===== src/rtl/rst_sequencer.sv =====
// rst_sequencer
//   Power-up and recovery reset sequencer for a dual-MMCM clocking block.
//   Holds both MMCMs in reset and then waits for both to lock. It requires
//   the locks to stay up for a stable window. It then releases three
//   downstream reset domains in ascending order, one gap apart. A lock
//   timeout retries the MMCM reset. After MAX_RETRIES timeouts the block
//   parks in a fault state until a software or hardware reset.
//
// Ports
//   clkIn        in   1  free-running board reference clock (sole clock)
//   rstNIn       in   1  asynchronous active-low reset
//   lockedIn     in   2  MMCM locked flags (bit0 mmcm0, bit1 mmcm1), async
//   swRstIn      in   1  synchronous software reset request, level, active-high
//   mmcmRstOut   out  1  reset to both MMCMs, active-high
//   rstStageOut  out  3  domain resets: bit0 PHY, bit1 parser, bit2 book builder
//   readyOut     out  1  all stages released
//   faultOut     out  1  retry limit exhausted
//   retryCntOut  out  4  lock timeouts since last reset / software reset
//
// All outputs are registered from next-state values, so they change only on
// clkIn edges (or asynchronously on rstNIn assertion) and never glitch.

module rst_sequencer #(
  parameter int unsigned RST_HOLD_CYCLES     = 8,
  parameter int unsigned LOCK_TIMEOUT_CYCLES = 1000,
  parameter int unsigned LOCK_STABLE_CYCLES  = 64,
  parameter int unsigned STAGE_GAP_CYCLES    = 16,
  parameter int unsigned MAX_RETRIES         = 3
) (
  input  logic       clkIn,
  input  logic       rstNIn,
  input  logic [1:0] lockedIn,
  input  logic       swRstIn,
  output logic       mmcmRstOut,
  output logic [2:0] rstStageOut,
  output logic       readyOut,
  output logic       faultOut,
  output logic [3:0] retryCntOut
);

  // One shared phase counter, wide enough for the longest interval plus a
  // guard bit so it can never wrap.
  localparam int unsigned MAX_A   = (RST_HOLD_CYCLES > LOCK_TIMEOUT_CYCLES) ?
                                    RST_HOLD_CYCLES : LOCK_TIMEOUT_CYCLES;
  localparam int unsigned MAX_B   = (LOCK_STABLE_CYCLES > STAGE_GAP_CYCLES) ?
                                    LOCK_STABLE_CYCLES : STAGE_GAP_CYCLES;
  localparam int unsigned CNT_MAX = (MAX_A > MAX_B) ? MAX_A : MAX_B;
  localparam int          CW      = $clog2(CNT_MAX) + 1;

  localparam logic [CW-1:0] HOLD_LAST    = CW'(RST_HOLD_CYCLES - 1);
  localparam logic [CW-1:0] TIMEOUT_LAST = CW'(LOCK_TIMEOUT_CYCLES - 1);
  localparam logic [CW-1:0] STABLE_LAST  = CW'(LOCK_STABLE_CYCLES - 1);
  localparam logic [CW-1:0] GAP_LAST     = CW'(STAGE_GAP_CYCLES - 1);

  typedef enum logic [2:0] {
    HOLD,
    WAIT_LOCK,
    STABLE,
    RELEASE,
    RUN,
    FAULT
  } state_t;

  state_t state, state_next;

  logic [CW-1:0] cnt, cnt_next, cnt_inc;
  logic [3:0]    retry_next, retry_inc;
  logic [2:0]    stage_next;
  logic          ready_next;

  // ---------------------------------------------------------------------------
  // Reset release synchronizer: assertion is immediate, release is seen two
  // clkIn edges later so the FSM never leaves HOLD on a metastable release.
  // ---------------------------------------------------------------------------
  logic [1:0] rst_sync;
  logic       run_en;

  always_ff @(posedge clkIn or negedge rstNIn) begin
    if (!rstNIn) begin
      rst_sync <= '0;
    end else begin
      rst_sync <= {rst_sync[0], 1'b1};
    end
  end

  assign run_en = rst_sync[1];

  // ---------------------------------------------------------------------------
  // Lock flag synchronizer, two flops per bit.
  // ---------------------------------------------------------------------------
  logic [1:0] lock_meta;
  logic [1:0] lock_sync;
  logic       locked;

  always_ff @(posedge clkIn or negedge rstNIn) begin
    if (!rstNIn) begin
      lock_meta <= '0;
      lock_sync <= '0;
    end else begin
      lock_meta <= lockedIn;
      lock_sync <= lock_meta;
    end
  end

  assign locked = &lock_sync;

  // Saturating increments; transitions happen well before saturation.
  assign cnt_inc   = (cnt == '1) ? cnt : cnt + CW'(1);
  assign retry_inc = (retryCntOut == 4'hF) ? 4'hF : retryCntOut + 4'd1;

  // ---------------------------------------------------------------------------
  // Next-state and next-output logic.
  // Default output view is "everything in reset, not ready"; only the
  // RELEASE/RUN paths lower stage bits, which keeps release order ascending
  // and makes any lock loss re-assert all stages on the next edge.
  // ---------------------------------------------------------------------------
  always_comb begin
    state_next = state;
    cnt_next   = cnt;
    retry_next = retryCntOut;
    stage_next = 3'b111;
    ready_next = 1'b0;

    if (!run_en) begin
      state_next = HOLD;
      cnt_next   = '0;
    end else if (swRstIn) begin
      state_next = HOLD;
      cnt_next   = '0;
      retry_next = '0;
    end else begin
      case (state)
        HOLD: begin
          if (cnt == HOLD_LAST) begin
            state_next = WAIT_LOCK;
            cnt_next   = '0;
          end else begin
            cnt_next = cnt_inc;
          end
        end

        WAIT_LOCK: begin
          if (locked) begin
            // The cycle that observed lock counts as the first stable cycle.
            state_next = STABLE;
            cnt_next   = CW'(1);
          end else if (cnt == TIMEOUT_LAST) begin
            cnt_next   = '0;
            retry_next = retry_inc;
            state_next = (32'(retry_inc) < MAX_RETRIES) ? HOLD : FAULT;
          end else begin
            cnt_next = cnt_inc;
          end
        end

        STABLE: begin
          if (!locked) begin
            state_next = WAIT_LOCK;
            cnt_next   = '0;
          end else if (cnt >= STABLE_LAST) begin
            state_next = RELEASE;
            cnt_next   = '0;
            stage_next = 3'b110;
          end else begin
            cnt_next = cnt_inc;
          end
        end

        RELEASE: begin
          if (!locked) begin
            state_next = HOLD;
            cnt_next   = '0;
          end else if (cnt == GAP_LAST) begin
            cnt_next = '0;
            if (rstStageOut[1]) begin
              stage_next = 3'b100;
            end else begin
              state_next = RUN;
              stage_next = 3'b000;
              ready_next = 1'b1;
            end
          end else begin
            cnt_next   = cnt_inc;
            stage_next = rstStageOut;
          end
        end

        RUN: begin
          if (!locked) begin
            state_next = HOLD;
            cnt_next   = '0;
          end else begin
            stage_next = 3'b000;
            ready_next = 1'b1;
          end
        end

        FAULT: begin
          state_next = FAULT;
        end

        default: begin
          state_next = HOLD;
          cnt_next   = '0;
        end
      endcase
    end
  end

  // ---------------------------------------------------------------------------
  // State and output registers.
  // ---------------------------------------------------------------------------
  always_ff @(posedge clkIn or negedge rstNIn) begin
    if (!rstNIn) begin
      state       <= HOLD;
      cnt         <= '0;
      mmcmRstOut  <= 1'b1;
      rstStageOut <= 3'b111;
      readyOut    <= 1'b0;
      faultOut    <= 1'b0;
      retryCntOut <= '0;
    end else begin
      state       <= state_next;
      cnt         <= cnt_next;
      mmcmRstOut  <= (state_next == HOLD) || (state_next == FAULT);
      rstStageOut <= stage_next;
      readyOut    <= ready_next;
      faultOut    <= (state_next == FAULT);
      retryCntOut <= retry_next;
    end
  end

endmodule


===== config.mk =====
export PLATFORM = sky130hd
export DESIGN_NAME = rst_sequencer
export DESIGN_NICKNAME = d
export VERILOG_FILES = /design/src/rtl/rst_sequencer.sv
export SDC_FILE = /design/constraint.sdc
export NUM_CORES = 1
export LEC_CHECK = 0
export CORE_UTILIZATION = 50
export DETAILED_ROUTE_END_ITERATION = 7
export GPL_ROUTABILITY_DRIVEN = 0
export PLACE_DENSITY = 0.7
export SYNTH_ARGS = -nofsm -noshare
export SYNTH_HDL_FRONTEND = slang
export SYNTH_SLANG_ARGS = --single-unit

===== constraint.sdc =====
create_clock -name clkIn -period 2.6 [get_ports clkIn]
set_clock_uncertainty 0.05 [all_clocks]
set_input_delay 0.52 -clock clkIn [delete_from_list [all_inputs] [get_ports clkIn]]
set_output_delay 0.52 -clock clkIn [all_outputs]
set_load 0.005 [all_outputs]

==> results of run 1 <==
-- flip-flops by register name, summed over array words and instances (netlist names) --
| register | cells |
|---|---|
| retryCntOut | 4 |
| readyOut | 1 |
| state | 3 |
| cnt | 11 |
| rst_sync | 2 |
| mmcmRstOut | 1 |
| lock_meta | 2 |
| faultOut | 1 |
| rstStageOut | 3 |
| lock_sync | 2 |
-- timing repair --
item | 4_1_cts | 5_1_grt
hold endpoints to repair | 0 | 0
gates resized for setup | 0 | 1
setup endpoints to repair | 0 | 1
-- stage by stage --
| step | hold WS (ps) | total power [W] |
|---|---|---|
| after global placement | 282 | 0.000556 |
| after floorplan | 174 | 0.000522 |
| after CTS | 293 | 0.000944 |
| final | 289 | 0.000937 |
| after detailed placement | 286 | 0.000557 |
| after global routing | 307 | 0.000978 |
-- worst max-delay path: stages, from the launching register on --
cell and delay [ps]:
dfrtp_1 460, or4_4 600, a2111o_1 410, o2bb2ai_2 150
o21ai_4 380, a31o_1 160, o2bb2a_2 200
-- placed cells by master (no fill, tap or decap), drive strengths merged, types with 3 or more instances in the layout --
| cell type | synthesis | routed |
|---|---|---|
| nand2 | 32 | 32 |
| buf | 3 | 9 |
| o2bb2ai | 4 | 4 |
| nand2b | 3 | 3 |
| o211ai | 4 | 4 |
| nor4 | 5 | 5 |
| clkbuf | 7 | 7 |
| and2 | 3 | 3 |
| a21oi | 14 | 14 |
| nand3 | 10 | 10 |
| nand4 | 8 | 8 |
| or3 | 5 | 5 |
| nor2 | 13 | 13 |
| dfstp | 4 | 4 |
| clkdlybuf4s50 | 0 | 14 |
| nor3 | 5 | 5 |
| inv | 4 | 4 |
| and3 | 3 | 3 |
| o21ai | 12 | 12 |
| dfrtp | 26 | 26 |
| nor2b | 5 | 5 |
-- cells by family (layout without fill, tap and decap cells) --
logic type | Yosys count | in the layout | share of synthesized area (%)
flops | 30 | 30 | 41.1
compound gates | 58 | 58 | 23.9
buf+inv | 14 | 35 | 3.74
xor+xnor | 1 | 1 | 0.476
fa+ha+maj | 2 | 2 | 1.36
simple gates | 99 | 99 | 29.3
other cells | 1 | 1 | 0.204
-- worst min-delay path by stage --
stage / startpoint / to / slack (ps)
finish: rst_sync[0]$_DFF_PN0_ / rst_sync[1]$_DFF_PN0_ / 290
global route: lock_meta[1]$_DFF_PN0_ / lock_sync[1]$_DFF_PN0_ / 310
CTS: rst_sync[0]$_DFF_PN0_ / rst_sync[1]$_DFF_PN0_ / 290
detailed placement: rst_sync[0]$_DFF_PN0_ / rst_sync[1]$_DFF_PN0_ / 290
global placement: rst_sync[0]$_DFF_PN0_ / rst_sync[1]$_DFF_PN0_ / 280
floorplan: rstNIn / cnt[0]$_DFFE_PN0P_ / 170
-- per-layer routing --
layer,track usage [%],vias to the layer above
li1,-,800
met2,36.3,55
met1,32.2,805
met4,7.27,0
met3,5.11,5
met5,0,-
-- area by class of cell --
cell class,instances,area [sq um]
well taps,46,57.6
clock inverters,1,5.00
clock buffers,7,86.3
inverters,4,15.0
multi-input cells,161,1020
repair buffers,23,208
fillers,305,1290
flip-flops and latches,30,756
-- power breakdown --
group          switching (W)  leakage (nW)   total, W  internal [W]
clock               0.000175        0.0482   0.000388      0.000213
combinational      0.0000342         0.420  0.0000630     0.0000289
sequential        0.00000983         0.390   0.000486      0.000476
total               0.000219         0.858   0.000937      0.000718
==> flow_summary.toml, run 1 <==
[clocking]
htree_levels = 2
cts_setup_buffers = 0
cts_tree = "built"
clk_latency_ps = 290
clock_sinks = 30
postCtsHoldBufs = 0
clock-root-buffer = "clkbuf_8"
clock_tree.buffer_depth = 2
clk_pin_slew_worst_paths_ps = 70
numCtsBuffers = 5

[detailed_routing]
drt_iter0_markers = 105
dr_wl_met2_mm = 2.02
vias = 1665
totalWireLength_mm = 4.26
post-route-drc-count = 0
met1_length_mm = 1.98
wl_met3_um = 217
antenna_left = 0
wl_per_cell_um = 15.7
highest-signal-layer = "met4"
dr.pass1.iters = 4
viasPerCell = 6.12

[critical_path]
crit_path_end = "cnt[4]$_DFFE_PN0P_"
path_class = "reg -> reg"
crit_required_ps = 2720
worstReg2RegStart = "cnt[5]$_DFFE_PN0P_"
critPathLaunch = "cnt[5]$_DFFE_PN0P_"
worst_setup_path_end_kind = "register"
arrival_ps = 2640
start_kind = "register"
path_max_fanout = 17
r2r-end = "cnt[4]$_DFFE_PN0P_"
ff2ff_setup_slack_ps = 90
ff2ff_path_depth = 6

[flow_run]
max-cap-violations = 0

[placed_design]
placed_area_sq_um = 2050
dp_hpwl_mm = 3.03
dp.cells = 264
place_ws_ps = 117
numPortBuffers = 14

[synthesis]
syn_avg_cell_area_sq_um = 8.97
synth_area_leader_cell = "dfrtp_1"
syn_inst = 205
syn_area_sq_um = 1840
yosysTopAreaCellShare_pct = 35.4
ys_warn_count = 0
ys_top_cells_by_count = "32 x nand2_1, 26 x dfrtp_1, 13 x a21oi_1, 13 x nor2_1"
synthArstFlopShare_pct = 100
synthTopCellsByArea = "dfrtp_1 35%, nand2_1 6.5%, dfstp_2 5.7%, a21oi_1 3.5%, nand3_1 2.7%"
synth-seq-cells = 30
synth_ff_type = "dfrtp_1"
yosysMostFrequentCell = "nand2_1"
syn-num-nets = 212
synth-edff-count = 0
ys_types = 60
yosysSeqAreaShare_pct = 41.1

[final_layout]
final_util_pct = 62.5
areaGrowthSynthToFinish_pct = 16.9
design_area_sq_um = 2150
drive_above_1_share_pct = 15.5
nets = 232
diodes = 0
fin_cells = 272

[outcome]
outcome = "complete, no violations"

[floorplanning]
io_pins = 15
initial_core_util_pct = 53.4
die_w_um = 62.7
dieArea_sq_um = 3930
fp.coreArea_sq_um = 3440
std_cell_rows = 21
dieHeight_um = 62.7

[timing]
slew_violations = 0
setup_viol = 0
fmax_ghz = 0.398
period_needed_ps = 2510
finalCritPeriodShare_pct = 96.6
hold_viol = 0
rsz0062_at_grt = "false"
setup_slack_ps = 88.5
fin_tns_setup_ps = 0

[global_routing]
grt_pass1_vias = 1558
grtUsageTotal_pct = 23.3
grt_pass1_wl_mm = 7.18
antenna_found_initial = 0
grt_remaining_overflow = 0
grt_max_degree = 31

[power_and_ir_drop]
p_leak_nw = 0.858
powerDensity_nw_per_um2 = 436
peakVddDrop_v = 0.000309

[hold_path]
min_path_cells = 0
hp-class = "reg -> reg"
No activity file was read; power rests on OpenSTA's default activity.
==> run 2, diff against run 1 <==
--- a/config.mk
+++ b/config.mk
@@ -6,6 +6,7 @@
 export NUM_CORES = 1
 export LEC_CHECK = 0
 export CORE_UTILIZATION = 50
+export CTS_CLUSTER_SIZE = 14
 export DETAILED_ROUTE_END_ITERATION = 7
 export GPL_ROUTABILITY_DRIVEN = 0
 export PLACE_DENSITY = 0.7
==> results of run 2 <==
Same layout as run 1: the final DEF is identical, and so are final timing and power.
==> run 3, diff against run 2 <==
--- a/config.mk
+++ b/config.mk
@@ -5,11 +5,13 @@
 export SDC_FILE = /design/constraint.sdc
 export NUM_CORES = 1
 export LEC_CHECK = 0
+export ABC_AREA = 1
+export ABC_CLOCK_PERIOD_IN_PS = 2600
 export CORE_UTILIZATION = 50
 export CTS_CLUSTER_SIZE = 14
 export DETAILED_ROUTE_END_ITERATION = 7
 export GPL_ROUTABILITY_DRIVEN = 0
-export PLACE_DENSITY = 0.7
+export PLACE_DENSITY = 0.71
 export SYNTH_ARGS = -nofsm -noshare
 export SYNTH_HDL_FRONTEND = slang
 export SYNTH_SLANG_ARGS = --single-unit
==> run 3 against run 2 <==
Against the previous run: final cell count grew 11%; final area shrank 7.0%; critical path depth shrank 5; global-route usage shrank 1.7 points; combinational power shrank 45%; utilization shrank 2.5 points; count of clock-buffer cells in the layout shrank 1; register-to-register slack gained 620 ps; critical path type is now reg -> out; highest routed layer unchanged.
==> flow_summary.toml, run 3 <==
[synthesis]
synthSimpleGateAreaFrac_pct = 37.4
syn-num-nets = 241
ys_top_cells_by_count = "64 x nand2_1, 32 x inv_1, 26 x dfrtp_1, 26 x nor2_1, 23 x nand3_1"
synth-xor-area-share_pct = 1.01
synth_compound_area_share_pct = 8.96
ys_types = 28
synthTopCellsByArea = "dfrtp_1 38%, nand2_1 14%, inv_1 6.9%, nand3_1 6.6%, dfstp_2 6.1%"
yosysTopAreaCellShare_pct = 37.6
synth_top_family_by_area = "simple AND/OR/NAND/NOR gates"
synthArstFlopShare_pct = 100
synthAdderAreaFrac_pct = 1.45
synth-seq-cells = 30
synth_mux_area_share_pct = 0
ys_warn_count = 0
yosysSeqAreaShare_pct = 43.6
yosysMostFrequentCell = "nand2_1"
synth_area_leader_cell = "dfrtp_1"
syn_inst = 234
synth-edff-count = 0
syn_area_sq_um = 1730
synth_ff_type = "dfrtp_1"
syn_avg_cell_area_sq_um = 7.40

[detailed_routing]
vias = 1545
viasPerCell = 5.10
drt_iter0_markers = 86
dr.pass1.iters = 4
wl_per_cell_um = 11.1
totalWireLength_mm = 3.38
antenna_left = 0
post-route-drc-count = 0

[critical_path]
crit_path_end = "rstStageOut[1]"
cp_cell_sequence = "clkdlybuf4s50_1"
worstReg2RegStart = "cnt[0]$_DFFE_PN0P_"
crit_family = "flip-flops"
crit_buf_inv = 1
r2r-end = "cnt[2]$_DFFE_PN0P_"
crit_cells = 1
path_max_fanout = 3
crit_required_ps = 2030
arrival_ps = 1390
critPathLaunch = "rstStageOut[1]$_DFFE_PN1P_"
max_stage_delay_ps = 560
start_kind = "register"
worst_setup_path_end_kind = "output pin"
path_class = "reg -> out"
slowest_stage = "dfstp_2"
ff2ff_path_depth = 8
ff2ff_setup_slack_ps = 710

[clocking]
htree_levels = 2
numCtsBuffers = 5
clock_sinks = 30
cts_setup_buffers = 0
clock_tree.buffer_depth = 2
clk_latency_ps = 340
postCtsHoldBufs = 0
cts_resized = 0
clk_pin_slew_worst_paths_ps = 110
clock-root-buffer = "clkbuf_4"
cts_tree = "built"

[timing]
fin_tns_setup_ps = 0
setup_slack_ps = 639
setup_viol = 0
period_needed_ps = 1960
fmax_ghz = 0.510
hold_ws_ps = 316
rsz0062_at_grt = "false"
finalCritPeriodShare_pct = 75.4
hold_viol = 0
slew_violations = 0

[flow_run]
max-cap-violations = 0

[global_routing]
grt_busiest_layer = "met2"
grt_remaining_overflow = 0
use_met2_pct = 30.9
grtUsageTotal_pct = 21.6
antenna_found_initial = 0
grtUsageMet1_pct = 30.2
grt_max_degree = 31
grt_pass1_wl_mm = 5.77
grt.met3_usage_pct = 4.69
grt_pass1_vias = 1348

[power_and_ir_drop]
p_leak_nw = 0.958
powerDensity_nw_per_um2 = 403
finalPower_w = 0.000806
peakVddDrop_v = 0.000295

[floorplanning]
dieArea_sq_um = 3700
fp.coreArea_sq_um = 3340
die_w_um = 60.9
dieHeight_um = 60.9
io_pins = 15
initial_core_util_pct = 51.9
std_cell_rows = 21

[final_layout]
final_util_pct = 60.0
nets = 263
regMostFlops = "cnt"
fillers = 303
diodes = 0
largest_reg_flops = 11
top_regs = "cnt: 11 flops, retryCntOut: 4 flops"
drive_above_1_share_pct = 12.1
final_cell_mix = "64 x nand2_1, 32 x inv_1, 26 x nor2_1, 26 x dfrtp_1, 23 x nand3_1"
final_common_cell = "nand2_1"
areaGrowthSynthToFinish_pct = 15.5

[placed_design]
place_ws_ps = 413
numPortBuffers = 14
dp_hpwl_mm = 2.64

[outcome]
outcome = "complete, no violations"

[hold_path]
hp-class = "reg -> reg"
[run 3: cell count changes in the layout (fill, tap and decap cells not counted), moves of 4 or more]
cell | before | now
nor2b_1 | 5 | 0
buf_4 | 9 | 1
o211ai_1 | 4 | 0
inv_1 | 4 | 32
o21ai_0 | 10 | 5
o22ai_1 | 0 | 5
clkbuf_8 | 6 | 1
clkbuf_4 | 0 | 5
nor2_2 | 0 | 6
nand2_1 | 32 | 64
nor2_1 | 13 | 26
nand3_1 | 10 | 23
[run 3: per-layer routing]
| layer | vias to the layer above | part of all wire, % |
|---|---|---|
| met2 | 37 | 43 |
| met1 | 697 | 50 |
| li1 | 804 | - |
| met5 | - | 0 |
| met3 | 7 | 4.2 |
| met4 | 0 | 2.3 |
[run 3: power by group]
group          total (W)  leakage (nW)  internal, W  switching (W)
Combinational  0.0000348         0.533    0.0000112      0.0000236
Sequential      0.000476         0.390     0.000473     0.00000312
Clock           0.000295        0.0343     0.000130       0.000165
Total           0.000806         0.958     0.000614       0.000192
[run 3: metrics by stage]
step,instances,cell area [sq um]
floorplan,234,1730
global placement,295,1940
detailed placement,295,1940
CTS,303,2000
global route,303,2000
finish,303,2000
[run 3: final cells by class]
type / instances / area, sq um / area share, %
clock buffers: 6 / 51.3 / 2.56
clock inverters: 2 / 12.5 / 0.625
inverters: 34 / 128 / 6.38
multi-input cells: 170 / 848 / 42.4
flip-flops and latches: 30 / 756 / 37.8
well taps: 46 / 57.6 / 2.88
repair buffers: 15 / 148 / 7.38
[run 3: cells by family (layout without fill, tap and decap cells)]
logic type | count (synthesis) | count (layout)
simple gates | 139 | 139
xor+xnor | 2 | 2
flops | 30 | 30
compound gates | 26 | 26
fa+ha+maj | 2 | 2
other cells | 1 | 1
buf+inv | 34 | 57
[run 3: how the worst min path moves through the flow]
stage	depth (start not counted)	to	start	slack [ps]
finish	0	lock_sync[0]$_DFF_PN0_	lock_meta[0]$_DFF_PN0_	320
CTS	0	lock_sync[1]$_DFF_PN0_	lock_meta[1]$_DFF_PN0_	320
detailed placement	0	lock_sync[0]$_DFF_PN0_	lock_meta[0]$_DFF_PN0_	290
global route	0	lock_sync[0]$_DFF_PN0_	lock_meta[0]$_DFF_PN0_	330
floorplan	0	cnt[0]$_DFFE_PN0P_	rstNIn	170
global placement	0	rst_sync[1]$_DFF_PN0_	rst_sync[0]$_DFF_PN0_	280
